**config.mk**
```make
export PLATFORM = sky130hd
export DESIGN_NAME = sb_rx_packet_sequencer_flat
export DESIGN_NICKNAME = d
export VERILOG_FILES = /design/src/rtl/sb_rx_packet_sequencer_pkg.sv /design/src/rtl/sb_rx_packet_sequencer_if.sv /design/src/rtl/sb_rx_packet_sequencer_timeout_cnt.sv /design/src/rtl/sb_rx_packet_sequencer.sv /design/src/flat_wrapper.sv
export SDC_FILE = /design/constraint.sdc
export NUM_CORES = 1
export LEC_CHECK = 0
export CORE_AREA = 2 2 94 114
export CTS_CLUSTER_SIZE = 14
export DETAILED_ROUTE_END_ITERATION = 10
export DIE_AREA = 0 0 96 116
export GPL_ROUTABILITY_DRIVEN = 0
export GPL_TIMING_DRIVEN = 0
export PLACE_DENSITY = 0.75
export SETUP_SLACK_MARGIN = 0.02
export SYNTH_ARGS = -nofsm -noshare
export SYNTH_HDL_FRONTEND = slang
export SYNTH_SLANG_ARGS = --single-unit
```
**constraint.sdc**
```tcl
create_clock -name i_clk -period 1.6 [get_ports i_clk]
set_input_delay 0.16 -clock i_clk [delete_from_list [all_inputs] [get_ports i_clk]]
set_output_delay 0.16 -clock i_clk [all_outputs]
set_load 0.01 [all_outputs]
```
**src/rtl/sb_rx_packet_sequencer_pkg.sv**
```systemverilog
// Shared types and constants for the sideband RX packet sequencer.
// Latency: n/a (declarations only).
// Backpressure: n/a.
package sb_rx_pkg;

  localparam logic [4:0] OPC_MSG_NO_DATA   = 5'b10010;
  localparam logic [4:0] OPC_MSG_WITH_DATA = 5'b11011;

  // Header parity bit (covers header bits [61:0]) and payload parity bit
  // (carried in the header, covers all 64 payload bits).
  localparam int CP_BIT = 62;
  localparam int DP_BIT = 63;

  typedef enum logic [1:0] {
    IDLE      = 2'd0,
    WAIT_DATA = 2'd1,
    DROP_DATA = 2'd2
  } sb_rx_seq_state_e;

endpackage

```
**src/rtl/sb_rx_packet_sequencer_if.sv**
```systemverilog
// Word stream from the deserializer and strobes/bus toward the RX decoder.
// Latency: n/a (wiring only).
// Backpressure: none; every valid word is consumed the cycle it is presented.
interface sb_rx_packet_sequencer_if #(
  parameter int CNT_W = 16
);
  logic             i_flush;
  logic             i_word_valid;
  logic [63:0]      i_word;
  logic [63:0]      o_word;
  logic             o_header_is_valid_on_bus;
  logic             o_data_enable;
  logic             o_msg_done;
  logic             o_unsupported_err;
  logic             o_parity_err;
  logic             o_timeout_err;
  logic [CNT_W-1:0] o_msg_count;

  // Deserializer side: drives words and flush, observes the decoder bus.
  modport master (
    output i_flush, i_word_valid, i_word,
    input  o_word, o_header_is_valid_on_bus, o_data_enable, o_msg_done,
           o_unsupported_err, o_parity_err, o_timeout_err, o_msg_count
  );

  // Sequencer side.
  modport slave (
    input  i_flush, i_word_valid, i_word,
    output o_word, o_header_is_valid_on_bus, o_data_enable, o_msg_done,
           o_unsupported_err, o_parity_err, o_timeout_err, o_msg_count
  );
endinterface

```
**src/rtl/sb_rx_packet_sequencer_timeout_cnt.sv**
```systemverilog
// Loadable down-counter used to bound the wait for a payload word.
// Latency: load/decrement take effect at the next edge; expire is combinational.
// Backpressure: none.
module sb_rx_timeout_cnt #(
  parameter int W = 6
) (
  input  logic         i_clk,
  input  logic         i_rst_n,
  input  logic         load,
  input  logic [W-1:0] load_val,
  input  logic         dec,
  output logic         expire
);

  logic [W-1:0] cnt_q;

  // Load has priority; decrement stops at zero.
  always_ff @(posedge i_clk or negedge i_rst_n) begin
    if (!i_rst_n) begin
      cnt_q <= '0;
    end else if (load) begin
      cnt_q <= load_val;
    end else if (dec && (cnt_q != '0)) begin
      cnt_q <= cnt_q - W'(1);
    end
  end

  // A decrement taken this cycle would bring the counter to zero.
  assign expire = (cnt_q <= W'(1));

endmodule

```
**src/rtl/sb_rx_packet_sequencer.sv**
```systemverilog
// Classifies deserialized words as header/payload and strobes the RX decoder; SB_RX_PARITY_CHECK_EN adds CP/DP checks.
// Latency: word and its strobes/errors are registered, visible one cycle after the word.
// Backpressure: none; accepts a valid word every cycle, i_flush aborts to IDLE.
module sb_rx_packet_sequencer
  import sb_rx_pkg::*;
#(
  parameter int DATA_TIMEOUT = 32,
  parameter int CNT_W        = 16
) (
  input logic                      i_clk,
  input logic                      i_rst_n,
  sb_rx_packet_sequencer_if.slave  bus
);

  localparam int TO_W = (DATA_TIMEOUT < 2) ? 1 : $clog2(DATA_TIMEOUT + 1);

  sb_rx_seq_state_e state_q, state_d;
  logic [4:0] opc;
  logic hdr_d, data_en_d, done_d, unsup_d, par_d, to_d;
  logic word_ld, cnt_inc, to_load, to_dec, to_expire;
  logic cp_ok, dp_ok;

  assign opc = bus.i_word[4:0];

`ifdef SB_RX_PARITY_CHECK_EN
  logic dp_q;

  // Capture DP from every word seen in IDLE; only the with-data header's copy is ever used.
  always_ff @(posedge i_clk or negedge i_rst_n) begin
    if (!i_rst_n) begin
      dp_q <= 1'b0;
    end else if ((state_q == IDLE) && bus.i_word_valid && !bus.i_flush) begin
      dp_q <= bus.i_word[DP_BIT];
    end
  end

  assign cp_ok = ((^bus.i_word[CP_BIT-1:0]) == bus.i_word[CP_BIT]);
  assign dp_ok = ((^bus.i_word) == dp_q);
`else
  assign cp_ok = 1'b1;
  assign dp_ok = 1'b1;
`endif

  sb_rx_timeout_cnt #(.W(TO_W)) u_timeout (
    .i_clk    (i_clk),
    .i_rst_n  (i_rst_n),
    .load     (to_load),
    .load_val (TO_W'(DATA_TIMEOUT)),
    .dec      (to_dec),
    .expire   (to_expire)
  );

  // State register.
  always_ff @(posedge i_clk or negedge i_rst_n) begin
    if (!i_rst_n) state_q <= IDLE;
    else          state_q <= state_d;
  end

  // Next state and pulse decisions; flush overrides everything and emits nothing.
  always_comb begin
    state_d   = state_q;
    hdr_d     = 1'b0;
    data_en_d = 1'b0;
    done_d    = 1'b0;
    unsup_d   = 1'b0;
    par_d     = 1'b0;
    to_d      = 1'b0;
    cnt_inc   = 1'b0;
    to_load   = 1'b0;
    to_dec    = 1'b0;
    word_ld   = bus.i_word_valid && !bus.i_flush;
    if (bus.i_flush) begin
      state_d = IDLE;
    end else begin
      case (state_q)
        IDLE: begin
          if (bus.i_word_valid) begin
            if ((opc != OPC_MSG_NO_DATA) && (opc != OPC_MSG_WITH_DATA)) begin
              unsup_d = 1'b1;
            end else if (!cp_ok) begin
              par_d = 1'b1;
              if (opc == OPC_MSG_WITH_DATA) begin
                state_d = DROP_DATA;
                to_load = 1'b1;
              end
            end else if (opc == OPC_MSG_NO_DATA) begin
              hdr_d   = 1'b1;
              done_d  = 1'b1;
              cnt_inc = 1'b1;
            end else begin
              hdr_d   = 1'b1;
              to_load = 1'b1;
              state_d = WAIT_DATA;
            end
          end
        end
        WAIT_DATA, DROP_DATA: begin
          if (bus.i_word_valid) begin
            state_d = IDLE;
            if (state_q == WAIT_DATA) begin
              if (dp_ok) begin
                data_en_d = 1'b1;
                done_d    = 1'b1;
                cnt_inc   = 1'b1;
              end else begin
                par_d = 1'b1;
              end
            end
          end else begin
            to_dec = 1'b1;
            if (to_expire) begin
              to_d    = 1'b1;
              state_d = IDLE;
            end
          end
        end
        default: state_d = IDLE;
      endcase
    end
  end

  // Registered decoder bus, pulses and saturating message counter.
  always_ff @(posedge i_clk or negedge i_rst_n) begin
    if (!i_rst_n) begin
      bus.o_word                   <= '0;
      bus.o_header_is_valid_on_bus <= 1'b0;
      bus.o_data_enable            <= 1'b0;
      bus.o_msg_done               <= 1'b0;
      bus.o_unsupported_err        <= 1'b0;
      bus.o_parity_err             <= 1'b0;
      bus.o_timeout_err            <= 1'b0;
      bus.o_msg_count              <= '0;
    end else begin
      if (word_ld) bus.o_word <= bus.i_word;
      bus.o_header_is_valid_on_bus <= hdr_d;
      bus.o_data_enable            <= data_en_d;
      bus.o_msg_done               <= done_d;
      bus.o_unsupported_err        <= unsup_d;
      bus.o_parity_err             <= par_d;
      bus.o_timeout_err            <= to_d;
      if (cnt_inc && (bus.o_msg_count != {CNT_W{1'b1}})) begin
        bus.o_msg_count <= bus.o_msg_count + CNT_W'(1);
      end
    end
  end

endmodule

```
**src/flat_wrapper.sv**
```systemverilog
// flat-port wrapper written by rule: the top's interface ports become plain ports
module sb_rx_packet_sequencer_flat import sb_rx_pkg::*;
#(
  parameter int DATA_TIMEOUT = 32,
  parameter int CNT_W        = 16
)
  (i_clk, i_rst_n, bus_i_flush, bus_i_word_valid, bus_i_word, bus_o_word, bus_o_header_is_valid_on_bus, bus_o_data_enable, bus_o_msg_done, bus_o_unsupported_err, bus_o_parity_err, bus_o_timeout_err, bus_o_msg_count);
  sb_rx_packet_sequencer_if #(.CNT_W(CNT_W)) bus_i ();
  input logic i_clk;
  input logic i_rst_n;
  input wire logic [$bits(bus_i.i_flush)-1:0] bus_i_flush;
  input wire logic [$bits(bus_i.i_word_valid)-1:0] bus_i_word_valid;
  input wire logic [$bits(bus_i.i_word)-1:0] bus_i_word;
  output wire logic [$bits(bus_i.o_word)-1:0] bus_o_word;
  output wire logic [$bits(bus_i.o_header_is_valid_on_bus)-1:0] bus_o_header_is_valid_on_bus;
  output wire logic [$bits(bus_i.o_data_enable)-1:0] bus_o_data_enable;
  output wire logic [$bits(bus_i.o_msg_done)-1:0] bus_o_msg_done;
  output wire logic [$bits(bus_i.o_unsupported_err)-1:0] bus_o_unsupported_err;
  output wire logic [$bits(bus_i.o_parity_err)-1:0] bus_o_parity_err;
  output wire logic [$bits(bus_i.o_timeout_err)-1:0] bus_o_timeout_err;
  output wire logic [$bits(bus_i.o_msg_count)-1:0] bus_o_msg_count;
  assign bus_i.i_flush = bus_i_flush;
  assign bus_i.i_word_valid = bus_i_word_valid;
  assign bus_i.i_word = bus_i_word;
  assign bus_o_word = bus_i.o_word;
  assign bus_o_header_is_valid_on_bus = bus_i.o_header_is_valid_on_bus;
  assign bus_o_data_enable = bus_i.o_data_enable;
  assign bus_o_msg_done = bus_i.o_msg_done;
  assign bus_o_unsupported_err = bus_i.o_unsupported_err;
  assign bus_o_parity_err = bus_i.o_parity_err;
  assign bus_o_timeout_err = bus_i.o_timeout_err;
  assign bus_o_msg_count = bus_i.o_msg_count;
  sb_rx_packet_sequencer #(.DATA_TIMEOUT(DATA_TIMEOUT), .CNT_W(CNT_W)) u_core (.i_clk(i_clk), .i_rst_n(i_rst_n), .bus(bus_i));
endmodule
```
### Yosys cells after proc, flatten, opt, wreduce, memory -nomap -nowiden

Index checks and enable logic that the tools add are counted.

* register bits: 93
* input port bits: 68
* output and inout port bits: 86
* word-level logic and storage cells: 70

* $add $sub $neg: 2
* order comparisons: 1
* equality and inequality tests: 10
* mux-type cells: 38
* reduce and logical (&&, ||, !) cells: 10

Operator list (count)
* $mux 1: 28
* $add 16x1->16 const B: 1
* $ne 16x16->1 const B: 1
* $mux 2: 6
* $mux 6: 2
* $ne 5x5->1 const B: 2
* $ne 3x3->1 const B: 3
* $le 6x1->1 const B: 1
* $reduce_bool 6->1: 1
* $sub 6x1->6 const B: 1
* $eq 5x5->1 const B: 1
* $logic_and 1x1->1: 4
* $ne 4x3->1 const B: 1
* $pmux 2 s2: 1
* $reduce_and 4->1: 1
* $eq 2x1->1 const B: 1
* $eq 2x2->1 const B: 1
* $logic_not 2->1: 1
* $pmux 1 s2: 1
* $reduce_bool 2->1: 1
* $reduce_or 2->1: 1
* $logic_not 1->1: 1

### Longest topological paths before layout

Gate-level depths: netlist of run 1.

* depth in word-level cells: 7
* depth in mapped cells: 5
* mapped depth without buffers: 5

### Cells and area by module

Synthesis of run 1 repeated with hierarchy kept, for this count alone.

* cell total of the unflattened synthesis: 417
* area total of the unflattened synthesis: 3930.0 um2

Modules (own cells, without submodules)
* sb_rx_packet_sequencer: times used 1, cells each 371, area each 3505.9 um2, sequential area each 2152.1 um2
* sb_rx_timeout_cnt: times used 1, cells each 46, area each 424.2 um2, sequential area each 150.1 um2

### Worst setup path after synthesis of run 1

Ideal clock, no wire load.

* path kind: register -> register
* from: register u_core.bus.o_msg_count[0] (netlist name)
* to: register u_core.bus.o_msg_count[1] (netlist name)
* setup time: 0.128 ns
* data arrival time: 1.659 ns
* data required time: 1.472 ns
* path slack: -0.186 ns
* stages on the path, launching flop included: 6
* buffers on the path: 0
* clock period less this slack: 1.786 ns
* cell sequence: dfrtp_1 -> ha_1 -> nand4_1 -> nor4_4 -> nor2_2 -> mux2_1

* word-level cells in the longest chain between the ends: 2
* elaborated cells between the ends (all ways): 3
* classes of those cells: add/sub (1); eq/ne (1); reduce/logical (1)

RTL lines
* from (decl): RTL line sb_rx_packet_sequencer_if.sv:30 `o_unsupported_err, o_parity_err, o_timeout_err, o_msg_count`
* from (signal assigned): RTL line sb_rx_packet_sequencer.sv:142 `bus.o_msg_count <= bus.o_msg_count + CNT_W'(1);`
* parallel branches: the longest is 2 deep, another holds $add 16x1->16

Parallel ways; which one is timed is not known.
A chain may end at the register's enable or synchronous reset.

### Final worst setup path of run 1

* from: register u_core.bus.o_msg_count[1] (netlist name)
* to: register u_core.bus.o_msg_count[2] (netlist name)

The elaborated chain is that of the path after synthesis.

==> metrics, run 1 <==
initial core utilization 38.4%; routed length per instance 14.6 µm; delay-heaviest family, CP simple AND/OR/NAND/NOR gates; final worst slack -0.0887 ns; Worst R2R End u_core.bus.o_msg_count[2]; Die Y 116 µm; reg2reg path depth 7; syn_area_per_cell 9.50 µm²; TritonCTS buffer count 9; FP Rows 40; setup TNS -0.682 ns; number of max-cap violations 0; worst clock skew 0.00776 ns; Synth Cell Area 0.00383 mm²; final instance area 0.00635 mm²; Worst Setup Path Type reg2reg; Placeable Area 0.00996 mm²; pin count of the biggest net entering global routing 64; Initial DRT Pass Iterations 4; Final Max Slew Viols 0; Placed Area 0.00554 mm²; run status complete, but fails checks; Worst Path Arrival 1.89 ns; critical path endpoint u_core.bus.o_msg_count[2]; Post-synth EDFFs 0; synthesis-to-finish area growth 65.8%; Pwr per Cell Area 959 mW/mm²; Ports 154; nets@finish 667; DRT antenna net count 0; cells after synthesis 403; CTS root buf clkbuf_16; failing checks setup timing; CP Depth 7; worst-path maximum fanout 4; total grt overflow 0; HPWL after DPL 7200 µm; CP Data Required Time 1.81 ns; Period Utilization, post-route 106%; CP Launch Type flip-flop; clock-pin slew on the worst setup and hold paths 0.07 ns; DR vias 3,454; top_reg_cell synth dfrtp_1; Max clock buf depth 2; clk_lat worst skew 0.34 ns; # diodes 0; die area 0.0111 mm²; FILL cells 785; Finished Core Util 63.8%; fmax 0.592 GHz; Max stage delay on crit path 0.40 ns; most frequent cells in the layout nand2_1 (198), clkdlybuf4s50_1 (147), dfrtp_1 (83); first-pass GRT wire length 16,500 µm; CP bufs+invs 2; commonest non-fill, non-tap cell in the layout nand2_1; worst slack at placement -0.534 ns; area leader, netlist dfrtp_1; Die W 96 µm; slowest cell on the critical path dfrtp_1; vias in the first global route 3,405; H-tree Lvls 3; Syn Nets 474; CP Capture Type flip-flop; total clock sinks 92; worst r2r src u_core.bus.o_msg_count[1]; final hold violation count 0; multi-input logic area 0.00167 mm²; antenna violations before repair 0; HP Class in2async; crit-path cells ha_4 > nand4_1 > nor4_4 > buf_6 > buf_8 > nor3b_4 > xor2_1; Synth Warn # 0; Static Leak 3.09 nW; FF-to-FF setup slack -0.09 ns; Yosys cell types 43; drt initial violations 128; #FFs+latches synth 92; Total Wirelength 10,600 µm; register area share after synthesis 60.1%; IO buf count 152; fraction of layout instances using a drive strength above 1 16.8%; Worst VDD drop 0.000538 V; RSZ-0062 raised after global routing yes; Residual DRC 0; crit path launch u_core.bus.o_msg_count[1]; Tmin final 1.69 ns; Synth area leaders dfrtp_1 (60%), nand2_1 (19%), xor2_1 (2.7%); GRT Total Usage 19.0%; CTS tree built; FF/Latch Area 0.00231 mm²; Post-synth ARST share 100%; top cell type's share of synthesized area 60.1%; drt via density 4.75; Setup violations, final 14
==> sequential cells by signal, summed over array words and instances (netlist names) <==
name                                 flops
u_core.bus.o_data_enable                 1
u_core.bus.o_header_is_valid_on_bus      1
u_core.bus.o_msg_count                  16
u_core.bus.o_msg_done                    1
u_core.bus.o_timeout_err                 1
u_core.bus.o_unsupported_err             1
u_core.bus.o_word                       64
u_core.state_q                           1
u_core.u_timeout.cnt_q                   6
==> cells by family after synthesis <==
logic type,count (synthesis),synth area share [%]
and+or+nand+nor,253,29.5
xor gates and xnor gates,17,3.89
DFF,92,60.1
adders and majority gates,3,0.980
AOI/OAI and AO/OA,11,2.12
buffers and inverters,23,2.39
muxes,3,0.882
other,1,0.0979
==> how the worst min path moves through the flow <==
stage	start	slack (ns)	cells past startpoint	endpoint
CTS	i_rst_n	0.31	2	u_core.bus.o_msg_count[13]
detailed placement	i_rst_n	0.12	1	u_core.bus.o_msg_count[13]
global placement	u_core.bus.o_word[60]	0.46	2	u_core.bus.o_word[60]
finish	i_rst_n	0.29	2	u_core.bus.o_msg_count[13]
floorplan	i_rst_n	-0.14	0	u_core.bus.o_data_enable
global route	i_rst_n	0.34	2	u_core.bus.o_msg_count[13]
==> through the flow <==
stage,std cells,hold slack (ns),total power [mW]
final,727,0.289,6.09
after global routing,727,0.337,6.38
after CTS,713,0.308,6.12
after detailed placement,682,0.123,3.93
after global placement,681,0.458,3.88
after floorplan,403,-0.136,3.14
==> cell usage after synthesis (3+ instances only) <==
| cell type | count |
|---|---|
| nand4_1 | 3 |
| nor3b_1 | 4 |
| nor4_1 | 9 |
| a21oi_1 | 3 |
| buf_1 | 7 |
| dfrtp_1 | 92 |
| nand2_1 | 198 |
| or3_1 | 3 |
| xnor2_1 | 5 |
| nor2_1 | 10 |
| nor3_1 | 4 |
| xor2_1 | 12 |
| nand3_1 | 4 |
| inv_1 | 7 |
| ha_1 | 3 |
| clkbuf_1 | 7 |
==> where the power goes <==
part	leakage, nW	switching, mW	internal [mW]
Sequential	1.15	0.154	2.57
Combinational	1.79	0.535	0.701
Clock	0.155	0.850	1.28
Total	3.09	1.54	4.55
==> routing by layer <==
metal / up-vias / GRT usage (%) / wire, µm
li1: 1674 / - / -
met4: 0 / 9.05 / 306
met1: 1647 / 23.3 / 4180
met3: 22 / 4.10 / 592
met5: - / 0 / 0
met2: 111 / 31.7 / 5560
==> final cells by class <==
type,count,share of cell area [%]
well taps,126,2.48
flip-flops and latches,92,36.4
clock inverters,5,0.788
plain buffers,16,1.30
multi-input cells,288,26.3
inverters,7,0.414
repair buffers,182,28.3
clock buffers,11,3.98
==> what timing repair did <==
item | CTS | global route
resized for setup | 28 | 39
endpoints found under the hold margin | 29 | 0
setup buffers | 14 | 14
pin swaps | 8 | 18
endpoints found under the setup margin | 82 | 74
hold buffers | 1 | 0
Power figures use the tool's default switching activity.
==> inputs of run 2 (changes only) <==
CTS_BUF_LIST = sky130_fd_sc_hd__clkbuf_4 sky130_fd_sc_hd__clkbuf_8 sky130_fd_sc_hd__clkbuf_16   (was not set)
==> results of run 2 <==
No change in the layout: final DEF, timing and power equal those of run 1.
